**src/rtl/morse_pkg.sv**
```systemverilog
// Shared types and default timing constants for the Morse key sequencer.
package morse_pkg;

  typedef enum logic [2:0] {
    StIdle,
    StPress,
    StGap,
    StEmit,
    StWordWait
  } state_e;

  localparam logic SYM_DOT  = 1'b0;
  localparam logic SYM_DASH = 1'b1;

  localparam int unsigned DEF_DASH_TICKS       = 3;
  localparam int unsigned DEF_LETTER_GAP_TICKS = 3;
  localparam int unsigned DEF_WORD_GAP_TICKS   = 7;
  localparam int unsigned DEF_CNT_W            = 4;
  localparam int unsigned DEF_MAX_SYMBOLS      = 5;

endpackage

```
**src/rtl/morse_tick_counter.sv**
```systemverilog
// Saturating tick counter with synchronous clear and a terminal compare (count >= term).
module morse_tick_counter #(
  parameter int unsigned CNT_W = 4
) (
  input  logic             clk_i,
  input  logic             reset_i,
  input  logic             clr_i,
  input  logic             en_i,
  input  logic [CNT_W-1:0] term_i,
  output logic             hit_o
);

  logic [CNT_W-1:0] cnt_q, cnt_d;

  always_comb begin
    cnt_d = cnt_q;
    if (clr_i) begin
      cnt_d = '0;
    end else if (en_i && (cnt_q != {CNT_W{1'b1}})) begin
      cnt_d = cnt_q + CNT_W'(1);
    end
  end

  always_ff @(posedge clk_i) begin
    if (reset_i) begin
      cnt_q <= '0;
    end else begin
      cnt_q <= cnt_d;
    end
  end

  assign hit_o = (cnt_q >= term_i);

endmodule

```
**src/rtl/morse_key_sequencer.sv**
```systemverilog
// Times key presses and gaps against a unit tick, shifts dot/dash symbols into an external
// register and reports letter completion, word gaps and symbol overflow.
module morse_key_sequencer
  import morse_pkg::*;
#(
  parameter int unsigned DASH_TICKS       = DEF_DASH_TICKS,
  parameter int unsigned LETTER_GAP_TICKS = DEF_LETTER_GAP_TICKS,
  parameter int unsigned WORD_GAP_TICKS   = DEF_WORD_GAP_TICKS,
  parameter int unsigned CNT_W            = DEF_CNT_W,
  parameter int unsigned MAX_SYMBOLS      = DEF_MAX_SYMBOLS
) (
  input  logic       clk,
  input  logic       reset,
  input  logic       tick,
  input  logic       key,
  output logic       sr_en,
  output logic       sr_si,
  output logic       sr_clr_n,
  output logic       letter_valid,
  output logic [2:0] letter_len,
  output logic       word_space,
  output logic       overflow
);

  localparam logic [CNT_W-1:0] DashTerm   = CNT_W'(DASH_TICKS);
  localparam logic [CNT_W-1:0] LetterTerm = CNT_W'(LETTER_GAP_TICKS - 1);
  localparam logic [CNT_W-1:0] WordTerm   = CNT_W'(WORD_GAP_TICKS - 1);
  localparam logic [2:0]       MaxSym     = 3'(MAX_SYMBOLS);

  state_e     state_q, state_d;
  logic       key_q, key_d;
  logic [2:0] sym_cnt_q, sym_cnt_d;
  logic       sr_en_q, sr_en_d;
  logic       sr_si_q, sr_si_d;
  logic       sr_clr_n_q, sr_clr_n_d;
  logic       letter_valid_q, letter_valid_d;
  logic [2:0] letter_len_q, letter_len_d;
  logic       word_space_q, word_space_d;
  logic       overflow_q, overflow_d;

  logic             rise, fall;
  logic             press_clr, press_en, press_hit;
  logic             gap_clr, gap_en, gap_hit;
  logic [CNT_W-1:0] gap_term;

  assign rise     = key & ~key_q;
  assign fall     = ~key & key_q;
  assign press_en = tick & (state_q == StPress) & ~fall;
  assign gap_en   = tick & ((state_q == StGap) | (state_q == StWordWait));
  // The gap counter serves both the letter and the word threshold.
  assign gap_term = (state_q == StGap) ? LetterTerm : WordTerm;

  morse_tick_counter #(
    .CNT_W(CNT_W)
  ) u_press_cnt (
    .clk_i  (clk),
    .reset_i(reset),
    .clr_i  (press_clr),
    .en_i   (press_en),
    .term_i (DashTerm),
    .hit_o  (press_hit)
  );

  morse_tick_counter #(
    .CNT_W(CNT_W)
  ) u_gap_cnt (
    .clk_i  (clk),
    .reset_i(reset),
    .clr_i  (gap_clr),
    .en_i   (gap_en),
    .term_i (gap_term),
    .hit_o  (gap_hit)
  );

  always_comb begin
    state_d        = state_q;
    sym_cnt_d      = sym_cnt_q;
    sr_en_d        = 1'b0;
    sr_si_d        = 1'b0;
    sr_clr_n_d     = 1'b1;
    letter_valid_d = 1'b0;
    letter_len_d   = 3'd0;
    word_space_d   = 1'b0;
    overflow_d     = 1'b0;
    press_clr      = 1'b0;
    gap_clr        = 1'b0;
    // Freeze the key history during EMIT so a rise there is still seen in WORDWAIT.
    key_d          = (state_q == StEmit) ? key_q : key;

    unique case (state_q)
      StIdle: begin
        if (rise) begin
          press_clr = 1'b1;
          state_d   = StPress;
        end
      end
      StPress: begin
        if (fall) begin
          if (sym_cnt_q < MaxSym) begin
            sr_en_d   = 1'b1;
            sr_si_d   = press_hit ? SYM_DASH : SYM_DOT;
            sym_cnt_d = sym_cnt_q + 3'd1;
            gap_clr   = 1'b1;
            state_d   = StGap;
          end else begin
            overflow_d = 1'b1;
            sr_clr_n_d = 1'b0;
            sym_cnt_d  = 3'd0;
            state_d    = StIdle;
          end
        end
      end
      StGap: begin
        if (rise) begin
          press_clr = 1'b1;
          gap_clr   = 1'b1;
          state_d   = StPress;
        end else if (tick && gap_hit) begin
          letter_valid_d = 1'b1;
          letter_len_d   = sym_cnt_q;
          state_d        = StEmit;
        end
      end
      StEmit: begin
        sr_clr_n_d = 1'b0;
        sym_cnt_d  = 3'd0;
        state_d    = StWordWait;
      end
      StWordWait: begin
        if (rise) begin
          press_clr = 1'b1;
          gap_clr   = 1'b1;
          state_d   = StPress;
        end else if (tick && gap_hit) begin
          word_space_d = 1'b1;
          state_d      = StIdle;
        end
      end
      default: state_d = StIdle;
    endcase
  end

  always_ff @(posedge clk) begin
    if (reset) begin
      state_q        <= StIdle;
      key_q          <= 1'b0;
      sym_cnt_q      <= 3'd0;
      sr_en_q        <= 1'b0;
      sr_si_q        <= 1'b0;
      sr_clr_n_q     <= 1'b0;
      letter_valid_q <= 1'b0;
      letter_len_q   <= 3'd0;
      word_space_q   <= 1'b0;
      overflow_q     <= 1'b0;
    end else begin
      state_q        <= state_d;
      key_q          <= key_d;
      sym_cnt_q      <= sym_cnt_d;
      sr_en_q        <= sr_en_d;
      sr_si_q        <= sr_si_d;
      sr_clr_n_q     <= sr_clr_n_d;
      letter_valid_q <= letter_valid_d;
      letter_len_q   <= letter_len_d;
      word_space_q   <= word_space_d;
      overflow_q     <= overflow_d;
    end
  end

  assign sr_en        = sr_en_q;
  assign sr_si        = sr_si_q;
  assign sr_clr_n     = sr_clr_n_q;
  assign letter_valid = letter_valid_q;
  assign letter_len   = letter_len_q;
  assign word_space   = word_space_q;
  assign overflow     = overflow_q;

endmodule

```
**config.mk**
```make
export PLATFORM = sky130hd
export DESIGN_NAME = morse_key_sequencer
export DESIGN_NICKNAME = d
export VERILOG_FILES = /design/src/rtl/morse_pkg.sv /design/src/rtl/morse_tick_counter.sv /design/src/rtl/morse_key_sequencer.sv
export SDC_FILE = /design/constraint.sdc
export NUM_CORES = 1
export LEC_CHECK = 0
export ABC_AREA = 1
export CORE_ASPECT_RATIO = 0.75
export CORE_MARGIN = 10
export CORE_UTILIZATION = 40
export DETAILED_ROUTE_END_ITERATION = 8
export GPL_TIMING_DRIVEN = 1
export HOLD_SLACK_MARGIN = 0.15
export RECOVER_POWER = 100
export SLEW_MARGIN = 0
export SYNTH_ARGS = -nofsm -noshare
export SYNTH_HDL_FRONTEND = slang
export SYNTH_SLANG_ARGS = --single-unit
```
**constraint.sdc**
```tcl
create_clock -name clk -period 3.15 [get_ports clk]
set_input_delay 0.63 -clock clk [delete_from_list [all_inputs] [get_ports clk]]
set_output_delay 0.63 -clock clk [all_outputs]
set_load 0.01 [all_outputs]
```
After elaboration in Yosys (flattened, before gate mapping)
Cells that the tools add are included.
{"block": "classes", "magnitude_cmp": 3, "eq_ne": 10, "n_reduce_logical": 17, "n_mux": 23, "addsub": 3, "bitwise_logic": 14}
{"operator": "3-bit 2-to-1 mux", "count": 9}
{"operator": "3-bit one-hot mux with 5 select lines", "count": 1}
{"operator": "2-bit OR reduction", "count": 6}
{"operator": "1-bit 2-to-1 mux", "count": 9}
{"operator": "4-bit by 1-bit adder with 4-bit output, second input constant", "count": 2}
{"operator": "4-bit != test, second input constant", "count": 2}
{"operator": "1-bit NOT", "count": 8}
{"operator": "4-bit OR reduction", "count": 2}
{"operator": "3-bit by 2-bit == test with 1-bit output, second input constant", "count": 2}
{"operator": "3-bit by 2-bit != test with 1-bit output, second input constant", "count": 2}
{"operator": "3-bit one-hot mux with 2 select lines", "count": 1}
{"operator": "3-bit OR reduction", "count": 2}
{"operator": "1-bit bitwise AND", "count": 5}
{"operator": "4-bit by 2-bit greater-or-equal comparator with 1-bit output, second input constant", "count": 1}
{"operator": "4-bit by 3-bit greater-or-equal comparator with 1-bit output", "count": 1}
{"operator": "2-bit != test, second input constant", "count": 2}
{"operator": "1-bit one-hot mux with 2 select lines", "count": 2}
{"operator": "4-bit AND reduction", "count": 1}
{"operator": "3-bit by 1-bit adder with 3-bit output, second input constant", "count": 1}
{"operator": "3-bit by 1-bit == test with 1-bit output, second input constant", "count": 1}
{"operator": "3-bit == test, second input constant", "count": 1}
{"operator": "1-bit logical AND", "count": 3}
{"operator": "3-bit zero test", "count": 1}
{"operator": "3-bit less-than comparator, second input constant", "count": 1}
{"operator": "other kinds (4)", "count": 4}
{"block": "totals", "output_inout_bits": 9, "reg_bits": 24}

Logic depth before layout (Yosys ltp)
{"block": "logic_depth", "ltp_word": 7, "mapped_depth": 11, "depth_no_buf": 11}

Cells and area by module
From an unflattened synthesis, not the netlist that was laid out.
{"block": "unflattened", "cells_unflattened": 187, "hier_area_um2": 1321.3}
{"mod": "morse_key_sequencer", "area_per_inst_um2": 733.2, "seq_area_each_um2": 320.3, "cells_each": 99, "instances": 1}
{"mod": "morse_tick_counter", "area_per_inst_um2": 294.0, "seq_area_each_um2": 80.1, "cells_each": 44, "instances": 2}

Worst setup path before layout
Ideal clock, no wire load.
{"block": "synth_path", "path_type": "register -> register", "startpoint": "register state_q[0]", "endpoint": "register state_q[1]", "period_less_slack_ns": 1.494, "path_stages_with_launch": 11, "t_arrival_ns": 1.379, "setup_time_ns": 0.115, "path_slack_ns": 1.656, "cell_sequence": "dfxtp_1 -> nor2_1 -> nand2_1 -> inv_1 -> ha_1 -> o21ai_0 -> nand2_1 -> nand2_1 -> nand2_1 -> a21oi_1 -> nor2_1"}
{"block": "synth_between", "elab_chain_len": 6, "elab_cells_between_ends": 14}
{"item": "start, declared", "line": "morse_key_sequencer.sv:30", "rtl": "state_e state_q, state_d;"}
{"item": "start signal, assigned", "line": "morse_key_sequencer.sv:145", "rtl": "state_q <= StIdle;"}
{"item": "start signal, assigned", "line": "morse_key_sequencer.sv:156", "rtl": "state_q <= state_d;"}
{"item": "3-bit by 2-bit == test with 1-bit output", "line": "morse_key_sequencer.sv:51, morse_key_sequencer.sv:90"}
{"item": "3-bit 2-to-1 mux", "line": "morse_key_sequencer.sv:51", "rtl": "assign gap_term = (state_q == StGap) ? LetterTerm : WordTerm;"}
{"item": "4-bit by 3-bit greater-or-equal comparator with 1-bit output", "line": "morse_tick_counter.sv:32", "rtl": "assign hit_o = (cnt_q >= term_i);"}
{"item": "1-bit logical AND", "line": "morse_key_sequencer.sv:118, morse_key_sequencer.sv:134"}
{"item": "3-bit by 2-bit != test with 1-bit output (no source line)"}
{"item": "4-bit AND reduction (no source line)"}
Several ways; a longest one is shown, not always the timed one.
A chain may end at the register's enable or synchronous reset.

Final worst setup path
{"block": "layout_path", "startpoint": "input port key", "endpoint": "register u_press_cnt.cnt_q[3]"}
{"block": "layout_between", "elab_chain_len": 5, "elab_cells_between_ends": 9}
{"item": "start, declared", "line": "morse_key_sequencer.sv:15", "rtl": "input logic key,"}
{"item": "branches (longest 5 deep; another with 2-bit OR reduction)"}
{"item": "end signal, assigned", "line": "morse_tick_counter.sv:28", "rtl": "cnt_q <= cnt_d;"}
{"item": "end, declared", "line": "morse_tick_counter.sv:13", "rtl": "logic [CNT_W-1:0] cnt_q, cnt_d;"}
Several ways; the timed one is not identified.

==> impl_metrics.sql <==
INSERT INTO impl_metrics (metric_group, metric, value, unit) VALUES
('place', 'placedCellCount', '203', ''),
('clock_tree', 'postCtsResizedCells', '0', ''),
('grt', 'gr-total-overflow', '0', ''),
('critical_path', 'regToRegEndpoint', 'state_q[1]$_SDFFE_PP0P_', ''),
('critical_path', 'start_kind', 'input port', ''),
('clock_tree', 'cts_tree', 'yes', ''),
('critical_path', 'path_class', 'in -> reg', ''),
('clock_tree', 'cts_sink_cnt', '24', ''),
('yosys', 'synth.top_cells.by_count', 'dfxtp_1 (24), nand2_1 (23), inv_1 (15)', ''),
('critical_path', 'worst_ep_arrival_time', '2.24', 'ns'),
('power', 'power.density', '641', 'mW/mm^2'),
('yosys', 'ys_ff_latch', '24', ''),
('critical_path', 'r2r-start', 'state_q[1]$_SDFFE_PP0P_', ''),
('yosys', 'asyncSetResetFlopFracSynth', '0', '%'),
('grt', 'maximum_number_of_pins_on_one_net_before_global_route_repair', '15', ''),
('timing', 'fin_crit_sh', '65.0', '%'),
('timing', 'final_hold_viol_count', '0', ''),
('critical_path', 'worstPathCellList', 'dlygate4sd3_1, nor2_1, inv_1, nand2_1, clkinvlp_2, nand3_1, nand2_1, a21oi_1', ''),
('timing', 'maxSlewViolCount', '0', ''),
('critical_path', 'critPathRequiredTime', '3.35', 'ns'),
('place', 'gp_congestion', '0.795', ''),
('timing', 'worst_slew_pin_slew', '0.436', 'ns'),
('clock_tree', 'htree_num_levels', '1', ''),
('yosys', 'yosys.area.top_type', 'dfxtp_1', ''),
('die', 'initial_cell_density_of_the_core', '41.6', '%'),
('place', 'postPlaceCellArea', '0.00137', 'mm^2'),
('layout', 'final.fill_count', '280', ''),
('critical_path', 'worstSetupPathDepth', '8', ''),
('route', 'wl_per_cell', '11.4', 'um'),
('clock_tree', 'post_cts.repair.setup_buffers', '0', ''),
('place', 'io_buffer_count', '12', ''),
('layout', 'final_layout_size_suffix_gt1_share', '13.0', '%'),
('timing', 'finClkSkew', '0.00228', 'ns'),
('route', 'dr_total_vias', '1015', ''),
('clock_tree', 'clkTransAtPathRegs', '0.08', 'ns'),
('critical_path', 'path_max_fanout', '5', ''),
('worst_hold_path', 'worstHoldPathType', 'reg -> reg', ''),
('critical_path', 'rr_worst_depth', '9', ''),
('layout', 'final_net_count', '179', ''),
('worst_hold_path', 'hold_end', 'key_q$_SDFFE_PP0N_', ''),
('critical_path', 'end_kind', 'register', ''),
('layout', 'final_area', '0.00142', 'mm^2'),
('die', 'rows', '17', ''),
('clock_tree', 'clock_latency', '0.26', 'ns'),
('place', 'place_hpwl', '1.91', 'mm'),
('power', 'power.leakage', '0.612', 'nW'),
('yosys', 'top_cells_by_area_synth', 'dfxtp_1 (39%), nand2_1 (7.1%), a21oi_1 (5.7%)', ''),
('grt', 'grt_pass1_wl', '4.21', 'mm'),
('layout', 'layout.cells.non_filler', '207', ''),
('die', 'dieArea', '0.00569', 'mm^2'),
('power', 'vdd_drop_max', '0.000279', 'V'),
('layout', 'antennaDiodeCount', '0', ''),
('run_status', 'result_of_the_run', 'completed', ''),
('yosys', 'synth_area', '0.00122', 'mm^2'),
('route', 'drtPass1Iterations', '4', ''),
('yosys', 'ys_warn_count', '0', ''),
('worst_hold_path', 'whs_path_depth', '2', ''),
('route', 'wirelength', '2.36', 'mm'),
('yosys', 'synth_seq_area_share', '39.3', '%'),
('timing', 'setup_repair_after_global_routing_missed_its_margin', 'false', ''),
('yosys', 'count_of_unique_library_cells_instantiated_by_yosys', '30', ''),
('route', 'first_iter_violations', '47', ''),
('yosys', 'synth-edff-count', '0', ''),
('yosys', 'synthesized_area_per_cell', '7.84', 'um^2'),
('yosys', 'dominantRegCellSynth', 'dfxtp_1', ''),
('worst_hold_path', 'worst_hold_startpoint', 'key_q$_SDFFE_PP0N_', ''),
('timing', 'max_freq', '489', 'MHz'),
('critical_path', 'timing.reg2reg.setup_slack', '1.36', 'ns'),
('timing', 'setup_viol', '0', ''),
('critical_path', 'critPathMaxStageDelay', '0.57', 'ns'),
('critical_path', 'critical_path.most_common_cell', 'nand2_1', '');
==> power breakdown <==
part           total [mW]  internal [mW]  switching, mW
Clock               0.263          0.170         0.0938
Combinational       0.272         0.0980          0.174
Sequential          0.372          0.327         0.0447
==> cells by family (layout without fill, tap and decap cells) <==
kind of cell	Yosys count	count (layout)	share of synthesized area, %
buffers and inverters	28	41	9.52
XOR/XNOR	5	5	3.58
flip-flops	24	24	39.3
AND/OR/NAND/NOR	67	67	29.8
AO/OA/AOI/OAI	27	27	12.7
adder cells (fa/ha/maj)	5	5	5.12
==> worst max-delay path by stage <==
stage | startpoint | endpoint | slack [ns]
floorplan | state_q[0]$_SDFFE_PP0P_ | state_q[1]$_SDFFE_PP0P_ | 1.66
global placement | key | state_q[0]$_SDFFE_PP0P_ | 1.16
detailed placement | key | state_q[0]$_SDFFE_PP0P_ | 1.18
CTS | state_q[1]$_SDFFE_PP0P_ | state_q[1]$_SDFFE_PP0P_ | 1.35
global route | key | u_press_cnt.cnt_q[2]$_SDFFE_PP0P_ | 0.91
finish | key | u_press_cnt.cnt_q[3]$_SDFFE_PP0P_ | 1.10
==> layout make-up <==
type,count,share of cell area [%]
Multi-Input combinational cell,104,42.4
Sequential cell,24,34.0
Timing Repair Buffer,12,8.49
Inverter,25,6.72
Tap cell,38,3.36
Clock buffer,3,2.92
Clock inverter,1,2.12
==> placed cells by master (no fill, tap or decap), types with 2 or more instances in the layout <==
| cell | instances |
|---|---|
| a21oi_1 | 14 |
| a21oi_2 | 3 |
| clkbuf_8 | 3 |
| clkinv_1 | 3 |
| dfxtp_1 | 24 |
| dlygate4sd3_1 | 11 |
| ha_1 | 5 |
| inv_1 | 17 |
| inv_2 | 4 |
| nand2_1 | 26 |
| nand2_2 | 3 |
| nand2_4 | 3 |
| nand3_1 | 9 |
| nand4_1 | 7 |
| nor2_1 | 14 |
| o21ai_0 | 6 |
| xnor2_1 | 3 |
| xor2_1 | 2 |
==> registers in the layout, indices dropped and copies added (netlist names) <==
| register | count |
|---|---|
| sr_en | 1 |
| state_q | 3 |
| word_space | 1 |
| u_gap_cnt.cnt_q | 4 |
| letter_valid | 1 |
| letter_len | 3 |
| u_press_cnt.cnt_q | 4 |
| sr_si | 1 |
| sym_cnt_q | 3 |
| sr_clr_n | 1 |
| key_q | 1 |
| overflow | 1 |
==> worst reg2reg max path, stage by stage, from the launching register on <==
cell and delay, ns:
dfxtp_1 0.60, nand2_1 0.18, inv_1 0.08, ha_1 0.21
o21ai_0 0.07, nand2_1 0.10, nand2_1 0.12, nand2_1 0.12
a21oi_1 0.14, nor2_1 0.06
==> stage by stage <==
stage / power, mW / setup slack [ns]
3_5_place_dp: 0.675 / 1.18
5_1_grt: 0.976 / 0.907
3_3_place_gp: 0.667 / 1.16
4_1_cts: 0.940 / 1.35
2_1_floorplan: 0.630 / 1.66
6_report: 0.907 / 1.10
==> per-layer routing <==
layer	wire (um)	track usage [%]	vias to the layer above
met5	0	0	-
met4	11	2.08	0
met3	159	4.15	2
met2	1030	14.3	17
met1	1160	10.3	467
li1	-	-	529
Note: power is estimated with default switching activity, not from simulation.
